$ cat src/rtl/hdmi_island_scheduler_pkg.sv
// Shared HDMI codes and timing constants for the data-island scheduler.
// Period lengths are fixed by the TMDS framing.
package hdmi_island_scheduler_pkg;

  // 3-bit island/video sequencing codes shared with the HDMI top.
  typedef enum logic [2:0] {
    CtlControlData     = 3'b000,
    CtlVideoPreamble   = 3'b001,
    CtlVideoGuard      = 3'b010,
    CtlVideoData       = 3'b011,
    CtlIslandPreamble  = 3'b100,
    CtlIslandPreGuard  = 3'b101,
    CtlIslandPostGuard = 3'b110,
    CtlDataIsland      = 3'b111
  } ctl_code_e;

  localparam int unsigned PreambleLen = 8;
  localparam int unsigned GuardLen    = 2;
  localparam int unsigned PacketLen   = 32;

  typedef enum logic [2:0] {
    StCtrl,
    StPre,
    StPreGuard,
    StPkt,
    StPostGuard,
    StGap
  } island_state_e;

  function automatic ctl_code_e state_to_ctl(island_state_e st);
    ctl_code_e code;
    unique case (st)
      StPre:       code = CtlIslandPreamble;
      StPreGuard:  code = CtlIslandPreGuard;
      StPkt:       code = CtlDataIsland;
      StPostGuard: code = CtlIslandPostGuard;
      default:     code = CtlControlData;
    endcase
    return code;
  endfunction

endpackage

$ cat src/rtl/hdmi_island_scheduler_arbiter.sv
// Packet-slot arbiter: requester 0 has strict priority, 1..NReq-1 share slots
// round-robin. The pointer only moves when a round-robin requester is granted.
module hdmi_island_scheduler_arbiter #(
  parameter int unsigned NReq = 4
) (
  input  logic            clk_i,
  input  logic            rst_ni,
  input  logic [NReq-1:0] req_i,
  input  logic            advance_i,
  output logic [NReq-1:0] gnt_o
);

  localparam int          NR   = int'(NReq);
  localparam int unsigned PtrW = (NReq > 2) ? $clog2(NReq) : 1;

  logic [PtrW-1:0] ptr_q, ptr_d;
  logic            found;
  int              win;
  int              nxt;

  always_comb begin
    found = 1'b0;
    win   = 0;
    // First pass: at/after pointer; second pass wraps to the low indices.
    for (int i = 1; i < NR; i++) begin
      if (!found && req_i[i] && (i >= int'(ptr_q))) begin
        found = 1'b1;
        win   = i;
      end
    end
    for (int i = 1; i < NR; i++) begin
      if (!found && req_i[i]) begin
        found = 1'b1;
        win   = i;
      end
    end

    gnt_o = '0;
    if (req_i[0]) begin
      gnt_o[0] = 1'b1;
    end else begin
      for (int i = 1; i < NR; i++) begin
        gnt_o[i] = found && (win == i);
      end
    end

    nxt   = (win + 1 >= NR) ? 1 : win + 1;
    ptr_d = ptr_q;
    if (advance_i && !req_i[0] && found) begin
      ptr_d = PtrW'(nxt);
    end
  end

  always_ff @(posedge clk_i) begin
    if (!rst_ni) begin
      ptr_q <= PtrW'(1);
    end else begin
      ptr_q <= ptr_d;
    end
  end

endmodule

$ cat src/rtl/hdmi_island_scheduler.sv
// Data-island scheduler: measures each blanking period and packs packet slots
// into the next one without running into the video preamble.
module hdmi_island_scheduler
  import hdmi_island_scheduler_pkg::*;
#(
  parameter int unsigned NREQ         = 4,
  parameter int unsigned MAX_PKTS     = 18,
  parameter int unsigned START_OFFSET = 10,
  parameter int unsigned VID_MARGIN   = 12,
  parameter int unsigned ISLAND_GAP   = 4,
  parameter int unsigned CW           = 12
) (
  input  logic            i_pixclk,
  input  logic            i_reset_n,
  input  logic            i_blank,
  input  logic [NREQ-1:0] i_req,
  output logic [NREQ-1:0] o_gnt,
  output logic [2:0]      o_ctl_state,
  output logic            o_island,
  output logic [4:0]      o_slot_phase,
  output logic [4:0]      o_pkt_count,
  output logic [CW-1:0]   o_budget,
  output logic            o_abort
);

  localparam logic [31:0] StartNeed = 32'(PreambleLen + 2 * GuardLen + PacketLen + VID_MARGIN);
  localparam logic [31:0] SlotNeed  = 32'(PacketLen + GuardLen + VID_MARGIN);
  localparam logic [CW-1:0] ElapsedMax = '1;

  island_state_e   state_q, state_d;
  logic [4:0]      cnt_q, cnt_d;
  logic [4:0]      pkt_q, pkt_d;
  logic [NREQ-1:0] req_q;
  logic [NREQ-1:0] gnt_q, gnt_d;
  logic [2:0]      ctl_q, ctl_d;
  logic            island_q, island_d;
  logic [4:0]      phase_q, phase_d;
  logic            abort_q, abort_d;
  logic [CW-1:0]   elapsed_q, elapsed_d;
  logic [CW-1:0]   budget_q, budget_d;
  logic            blank_prev_q, blank_prev_d;
  logic            meas_ok_q, meas_ok_d;

  logic            blank_rise, blank_fall;
  logic [31:0]     el_w, bud_w;
  logic            start_ok, slot_ok, adv;
  logic [NREQ-1:0] arb_gnt;

  hdmi_island_scheduler_arbiter #(
    .NReq(NREQ)
  ) u_arbiter (
    .clk_i    (i_pixclk),
    .rst_ni   (i_reset_n),
    .req_i    (req_q),
    .advance_i(adv),
    .gnt_o    (arb_gnt)
  );

  // Blank measurement. A blank partly cut by reset never becomes a budget.
  always_comb begin
    blank_rise   = i_blank && !blank_prev_q;
    blank_fall   = !i_blank && blank_prev_q;
    blank_prev_d = i_blank;
    meas_ok_d    = meas_ok_q || blank_rise;
    elapsed_d    = elapsed_q;
    if (blank_rise) begin
      elapsed_d = '0;
    end else if (i_blank && (elapsed_q != ElapsedMax)) begin
      elapsed_d = elapsed_q + CW'(1);
    end
    budget_d = budget_q;
    if (blank_fall && meas_ok_q) begin
      budget_d = (elapsed_q == ElapsedMax) ? elapsed_q : elapsed_q + CW'(1);
    end
  end

  // Fit checks use the elapsed count of the cycle the new state would occupy.
  always_comb begin
    el_w     = 32'(elapsed_d);
    bud_w    = 32'(budget_q);
    start_ok = i_blank && (el_w >= START_OFFSET) && (|req_q) && (el_w + StartNeed <= bud_w);
    slot_ok  = (|req_q) && (32'(pkt_q) < MAX_PKTS) && (el_w + SlotNeed <= bud_w);
  end

  always_comb begin
    state_d = state_q;
    cnt_d   = cnt_q;
    pkt_d   = pkt_q;
    gnt_d   = '0;
    abort_d = 1'b0;
    adv     = 1'b0;

    unique case (state_q)
      StCtrl: begin
        if (start_ok) begin
          state_d = StPre;
          cnt_d   = '0;
          pkt_d   = '0;
        end
      end
      StPre: begin
        if (!i_blank) begin
          state_d = StCtrl;
          cnt_d   = '0;
          abort_d = 1'b1;
        end else if (cnt_q == 5'(PreambleLen - 1)) begin
          state_d = StPreGuard;
          cnt_d   = '0;
        end else begin
          cnt_d = cnt_q + 5'd1;
        end
      end
      StPreGuard, StPkt: begin
        if (!i_blank) begin
          state_d = StCtrl;
          cnt_d   = '0;
          abort_d = 1'b1;
        end else if ((state_q == StPreGuard && cnt_q == 5'(GuardLen - 1)) ||
                     (state_q == StPkt && cnt_q == 5'(PacketLen - 1))) begin
          cnt_d = '0;
          if (slot_ok) begin
            state_d = StPkt;
            pkt_d   = pkt_q + 5'd1;
            gnt_d   = arb_gnt;
            adv     = 1'b1;
          end else begin
            state_d = StPostGuard;
          end
        end else begin
          cnt_d = cnt_q + 5'd1;
        end
      end
      StPostGuard: begin
        if (!i_blank) begin
          state_d = StCtrl;
          cnt_d   = '0;
          abort_d = 1'b1;
        end else if (cnt_q == 5'(GuardLen - 1)) begin
          state_d = StGap;
          cnt_d   = '0;
        end else begin
          cnt_d = cnt_q + 5'd1;
        end
      end
      StGap: begin
        if (!i_blank) begin
          state_d = StCtrl;
          cnt_d   = '0;
        end else if (cnt_q == 5'(ISLAND_GAP - 1)) begin
          cnt_d = '0;
          if (start_ok) begin
            state_d = StPre;
            pkt_d   = '0;
          end else begin
            state_d = StCtrl;
          end
        end else begin
          cnt_d = cnt_q + 5'd1;
        end
      end
      default: begin
        state_d = StCtrl;
        cnt_d   = '0;
      end
    endcase

    ctl_d    = state_to_ctl(state_d);
    island_d = (state_d == StPkt);
    phase_d  = (state_d == StPkt) ? cnt_d : '0;
  end

  always_ff @(posedge i_pixclk) begin
    if (!i_reset_n) begin
      state_q      <= StCtrl;
      cnt_q        <= '0;
      pkt_q        <= '0;
      req_q        <= '0;
      gnt_q        <= '0;
      ctl_q        <= CtlControlData;
      island_q     <= 1'b0;
      phase_q      <= '0;
      abort_q      <= 1'b0;
      elapsed_q    <= '0;
      budget_q     <= '0;
      blank_prev_q <= 1'b1;
      meas_ok_q    <= 1'b0;
    end else begin
      state_q      <= state_d;
      cnt_q        <= cnt_d;
      pkt_q        <= pkt_d;
      req_q        <= i_req;
      gnt_q        <= gnt_d;
      ctl_q        <= ctl_d;
      island_q     <= island_d;
      phase_q      <= phase_d;
      abort_q      <= abort_d;
      elapsed_q    <= elapsed_d;
      budget_q     <= budget_d;
      blank_prev_q <= blank_prev_d;
      meas_ok_q    <= meas_ok_d;
    end
  end

  assign o_gnt        = gnt_q;
  assign o_ctl_state  = ctl_q;
  assign o_island     = island_q;
  assign o_slot_phase = phase_q;
  assign o_pkt_count  = pkt_q;
  assign o_budget     = budget_q;
  assign o_abort      = abort_q;

endmodule

$ cat config.mk
export PLATFORM = sky130hd
export DESIGN_NAME = hdmi_island_scheduler
export DESIGN_NICKNAME = d
export VERILOG_FILES = /design/src/rtl/hdmi_island_scheduler_pkg.sv /design/src/rtl/hdmi_island_scheduler_arbiter.sv /design/src/rtl/hdmi_island_scheduler.sv
export SDC_FILE = /design/constraint.sdc
export NUM_CORES = 1
export LEC_CHECK = 0
export ABC_CLOCK_PERIOD_IN_PS = 5400
export CELL_PAD_IN_SITES_DETAIL_PLACEMENT = 1
export CELL_PAD_IN_SITES_GLOBAL_PLACEMENT = 1
export CORE_MARGIN = 8
export CORE_UTILIZATION = 40
export DETAILED_ROUTE_END_ITERATION = 6
export GPL_TIMING_DRIVEN = 0
export MAX_ROUTING_LAYER = met4
export PLACE_DENSITY_LB_ADDON = 0.08
export SLEW_MARGIN = 15
export SYNTH_ARGS = -nofsm -noshare
export SYNTH_HDL_FRONTEND = slang
export SYNTH_SLANG_ARGS = --single-unit
$ cat constraint.sdc
create_clock -name i_pixclk -period 5.4 [get_ports i_pixclk]
set_input_delay 1.08 -clock i_pixclk [delete_from_list [all_inputs] [get_ports i_pixclk]]
set_output_delay 1.08 -clock i_pixclk [all_outputs]
set_load 0.005 [all_outputs]
Yosys cells after proc, flatten, opt, wreduce, memory -nomap -nowiden
Cells that the tools add are included.
{"block": "word_totals", "regBits": 59, "input_bits": 7, "out_inout_bits": 31, "wordCells": 151}
{"block": "op_classes", "addsub": 6, "order_cmp": 7, "n_eq_ne": 23, "n_mux": 52, "bitwise_logic": 5, "n_reduce_logical": 43}
{"op": "two-way mux 32 bit", "n": 5}
{"op": "two-way mux 5 bit", "n": 15}
{"op": "equality test 32 x 3 -> 1 bit (second input constant)", "n": 2}
{"op": "two-way mux 12 bit", "n": 3}
{"op": "adder 32 x 2 -> 32 bit (second input constant)", "n": 1}
{"op": "equality test 32 x 2 -> 1 bit (second input constant)", "n": 1}
{"op": ">= comparator 32 x 4 -> 1 bit (second input constant)", "n": 1}
{"op": "two-way mux 3 bit", "n": 10}
{"op": "adder 12 x 6 -> 13 bit (second input constant)", "n": 2}
{"op": "<= comparator 13 x 12 -> 1 bit", "n": 2}
{"op": "case mux 5 bit (5 select lines)", "n": 1}
{"op": "logical AND 1 bit", "n": 23}
{"op": "case mux 3 bit (5 select lines)", "n": 1}
{"op": "case mux 5 bit (3 select lines)", "n": 1}
{"op": "two-way mux 1 bit", "n": 14}
{"op": "adder 12 x 1 -> 12 bit (second input constant)", "n": 1}
{"op": "equality test 12 bit (second input constant)", "n": 1}
{"op": "equality test 3 x 2 -> 1 bit (second input constant)", "n": 4}
{"op": ">= comparator 12 x 4 -> 1 bit (second input constant)", "n": 1}
{"op": "!= test 12 bit (second input constant)", "n": 1}
{"op": "case mux 3 bit (4 select lines)", "n": 1}
{"op": "adder 5 x 1 -> 5 bit (second input constant)", "n": 2}
{"op": "!= test 2 bit (second input constant)", "n": 5}
{"op": "equality test 3 bit (second input constant)", "n": 3}
{"op": "20 further kinds", "n": 35}

Longest topological paths before layout
{"block": "depth", "depth_word": 22, "depth_mapped": 23, "depth_no_buf": 22}

By module
From an unflattened synthesis, not the netlist that was laid out.
{"block": "hier_totals", "cells_unflattened": 511, "area_unflattened_um2": 4105.2}
{"mod": "hdmi_island_scheduler", "instances": 1, "cells_each": 483, "area_each_um2": 3878.7, "seq_area_each_um2": 1141.1}
{"mod": "hdmi_island_scheduler_arbiter", "instances": 1, "cells_each": 28, "area_each_um2": 226.5, "seq_area_each_um2": 40.0}

Worst setup path before layout
Ideal clock, no wire load.
{"block": "synth_timing", "path_type": "input to register", "startpoint": "input port i_blank", "endpoint": "register gnt_q[1], in the netlist o_gnt[1]", "setup_ps": 65, "t_arrival_ps": 5006, "required_ps": 5335, "setup_slack_ps": 329, "cell_stages": 21, "n_path_buf": 2, "cell_sequence": "nand2b_1 -> clkbuf_1 -> nand2_1 -> mux2_2 -> inv_1 -> ha_1 -> a21oi_1 -> nor2b_1 -> or3b_2 -> xor2_1 -> ha_1 -> o21ai_0 -> o21bai_1 -> o311ai_0 -> o21a_1 -> nor3_1 -> and4b_1 -> buf_2 -> nand3_1 -> or3_1 -> nor2_1"}
{"block": "synth_between", "elab_chain_len": 8, "elab_cells_between_ends": 10, "classes_between": "add/sub (1); order compare (1); mux (2); bitwise (2); reduce/logical (4)"}
{"element": "start, declared", "line_no": "hdmi_island_scheduler.sv:15", "rtl": "input logic i_blank,"}
{"element": "logical AND 1 bit", "line_no": "hdmi_island_scheduler.sv:68", "rtl": "end else if (i_blank && (elapsed_q != ElapsedMax)) begin"}
{"element": "two-way mux 12 bit", "line_no": "hdmi_island_scheduler.sv:68"}
{"element": "two-way mux 12 bit (*)", "line_no": "hdmi_island_scheduler.sv:66", "rtl": "if (blank_rise) begin"}
{"element": "via elapsed_d[3]", "line_no": "hdmi_island_scheduler.sv:39", "rtl": "logic [CW-1:0] elapsed_q, elapsed_d;"}
{"element": "adder 12 x 6 -> 13 bit (*)", "line_no": "hdmi_island_scheduler.sv:82", "rtl": "slot_ok = (|req_q) && (32'(pkt_q) < MAX_PKTS) && (el_w + SlotNeed <= bud_w);"}
{"element": "<= comparator 13 x 12 -> 1 bit (*)", "line_no": "hdmi_island_scheduler.sv:82"}
{"element": "logical AND 1 bit (*)", "line_no": "hdmi_island_scheduler.sv:82"}
{"element": "inverter 1 bit (no line) (*)"}
{"element": "OR reduction 6 bit (no line) (*)"}
{"element": "end signal, assigned", "line_no": "hdmi_island_scheduler.sv:192", "rtl": "gnt_q <= gnt_d;"}
{"element": "end, declared", "line_no": "hdmi_island_scheduler.sv:34", "rtl": "logic [NREQ-1:0] gnt_q, gnt_d;"}
The timed path passes the listed nets; every way through them passes the cells marked *.
A chain may end at the register's enable or synchronous reset.

Final worst setup path
Ends and elaborated chain as after synthesis.

==> flow_summary.yaml <==
cells_and_area:
  final_nets: 622
  fin_util_pct: 49.5
  diodes: 0
  area_growth_pct: 20.3
  layoutNonFillerInstCount: 720
  drive_above_1_share_pct: 11.1
die:
  die_x_um: 119
  io_pins: 38
  start_util_pct: 41.2
  dieArea_um2: 14100
  die_y_um: 119
  coreArea_um2: 10300
  placementRows: 37
route:
  drtIter0Drc: 305
  wl_mm: 13.3
  num_vias: 4002
  first_pass_iters: 4
  drc: 0
  vias_per_cell: 5.56
  wl_per_cell_um: 18.5
  ant_nets: 0
timing:
  clock_skew_ns: 0.0115
  period_share_pct: 95.5
  rsz0062_at_grt: "no"
  finalSetupViolations: 0
  drv_slew: 0
  timing.fmax_ghz: 0.194
  fin_crit_ns: 5.16
  final_hold_viol_count: 0
  slew_headroom_pct: 31.9
  finalSetupTns_ns: 0
  tightest_slew_ns: 1.01
setup_path:
  worstPathArrival_ns: 5.43
  reg2regPathDepth: 22
  path_cells: "clkbuf_4 -> buf_8 -> nand4_1 -> a21oi_2 -> xor2_2 -> and2_4 -> ha_1 -> a21oi_1 -> nor2b_1 -> or3b_2 -> xor2_1 -> ha_1 -> o21ai_2 -> o21bai_1 -> o311ai_0 -> o21a_1 -> nor3_4 -> and4b_1 -> clkbuf_4 -> nand3_2 -> or3_4 -> nor2_1"
  cp-end-kind: "register"
  r2r_setup_slack_ns: 0.30
  crit_type: "input port to register"
  critPathMaxStageDelay_ns: 0.49
  required_ns: 5.68
  path_max_fanout: 10
  start_kind: "input port"
  slowest_stage: "or3b_2"
synthesis:
  synth_edf_count: 0
  ys_seq_area_share_pct: 27.9
  yosys-top-cells-area: "dfxtp_1 (28%), ha_1 (11%), nor2_1 (5.2%)"
  synth_area_um2: 4230
  netlist_instances: 528
  syn_area_per_cell_um2: 8.01
  synth_seq_cells: 59
  async_flop_share_pct: 0
  synth_nets: 571
  synth_ff_type: "dfxtp_1"
  yosysWarnings: 0
  synthDistinctLibCells: 73
  synth.top_cells.by_count: "dfxtp_1 (59), nor2_1 (59), nand2_1 (45)"
  synth_top_area_cell: "dfxtp_1"
  synth.top_cell.area_share_pct: 27.9
place:
  hpwl_mm: 10.4
  placed_cells: 701
  gp_congestion: 0.906
  portBuffers: 37
grt:
  grt_pass1_vias: 4077
  track_usage_pct: 19.7
  grt_first_pass_wirelength_mm: 21.9
  grt_max_degree: 11
  grt.overflow.total: 0
  antenna_found_initial: 0
clock_network:
  clk_path_buf_depth: 2
  cts_tree: "yes"
  htreeDepth: 3
  cts_sinks: 59
  hold_buffers: 0
  cts-buffers-inserted: 9
  clock_insertion_delay_worst_skew_ns: 0.34
  cts.clk_slew.worst_paths_ns: 0.07
  clock-root-buffer: "clkbuf_8"
pwr:
  peakVddDrop_v: 0.000117
  cellPowerDensity_nw_per_um2: 198
  p_leak_uw: 0.00191
flow_run:
  max_cap_violations: 0
worst_hold_path:
  min_path_cells: 2
  hold_class: "register to register"
status:
  status: "complete, no violations"
[cell type report]
| type | instances | area (um2) |
|---|---|---|
| well taps | 136 | 170 |
| fillers | 1287 | 5190 |
| multi-input cells | 403 | 2840 |
| clock inverters | 4 | 73.8 |
| flip-flops and latches | 59 | 1180 |
| inverters | 39 | 146 |
| repair buffers | 40 | 390 |
| clock buffers | 12 | 145 |
| plain buffers | 27 | 138 |
[metal layers]
metal	vias to the layer above	GRT usage, %	routed length (um)	share of wire (%)
li1	1990	-	-	-
met2	67	30.5	6100	46
met5	-	-	0	0
met3	10	4.20	544	4.1
met1	1935	25.7	6570	49
met4	0	4.35	114	0.86
[path summary, 6_finish.rpt]
| path | startpoint | end |
|---|---|---|
| worst max-delay path | i_blank | o_gnt[1]$_SDFF_PP0_ |
| worst min register to register | req_q[0]$_SDFF_PN0_ | o_gnt[0]$_SDFF_PN0_ |
| worst min-delay path | req_q[0]$_SDFF_PN0_ | o_gnt[0]$_SDFF_PN0_ |
| worst max register to register | elapsed_q[11]$_SDFF_PN0_ | o_gnt[1]$_SDFF_PP0_ |
[registers in the layout, indices dropped and copies added (netlist names), 2 cells and up]
name / cells
o_pkt_count: 5
o_slot_phase: 5
cnt_q: 5
o_gnt: 4
req_q: 4
o_ctl_state: 3
o_budget: 12
u_arbiter.ptr_q: 2
elapsed_q: 12
state_q: 3
[power breakdown]
| part | switching [uW] | total (uW) | internal, uW |
|---|---|---|---|
| Sequential | 5.85 | 447 | 441 |
| Combinational | 60.0 | 101 | 40.9 |
| Clock | 186 | 459 | 273 |
| Total | 252 | 1010 | 755 |
[repair_timing]
action | in CTS | in global routing
pin swaps | 1 | 2
endpoints found under the setup margin | 28 | 24
buffers inserted | 1 | 2
endpoints found under the hold margin | 0 | 0
cloned | 0 | 0
resized for setup | 15 | 15
[layout by cell type, fill, tap and decap left out, drive strengths merged, types with 7 or more instances in the layout]
master         synthesis  routed
a31oi                 11      11
clkbuf                14      28
and2                  12      12
ha                    36      36
dfxtp                 59      59
o31ai                  7       7
o21ai                 27      27
xnor2                 14      14
o21a                   8       8
clkdlybuf4s50          0      36
nor3                  16      16
nand4                 12      12
buf                   13      15
xor2                  18      18
nor2                  59      59
a21oi                 23      23
a211oi                 8       8
nand2                 45      45
nand3                 23      23
inv                   38      38
[metrics by stage]
stage	instance area [um2]	total power, uW	hold WS (ns)	setup slack [ns]
after global routing	5090	1050	0.531	0.00258
after floorplan	4230	517	0.431	0.329
after global placement	4770	551	0.472	-1.16
after CTS	5050	1010	0.492	0.0172
after detailed placement	4770	554	0.477	-1.30
final	5090	1010	0.484	0.244
[cells by family (layout without fill, tap and decap cells)]
logic type | Yosys count | after routing | synth area share, %
buffers and inverters | 66 | 122 | 6.33
adder cells (fa/ha/maj) | 36 | 36 | 10.6
XOR/XNOR | 32 | 32 | 6.63
multiplexers | 7 | 7 | 1.75
AO/OA/AOI/OAI | 120 | 120 | 21.2
AND/OR/NAND/NOR | 208 | 208 | 25.5
flip-flops | 59 | 59 | 27.9
[critical path, delay by kind of cell]
family | cells | cell delay (ns)
and+or+nand+nor | 9 | 1.95
xor gates and xnor gates | 2 | 0.36
AOI/OAI and AO/OA | 6 | 1.07
buffers and inverters | 3 | 0.51
adders and majority gates | 2 | 0.44
Power figures use the tool's default switching activity.
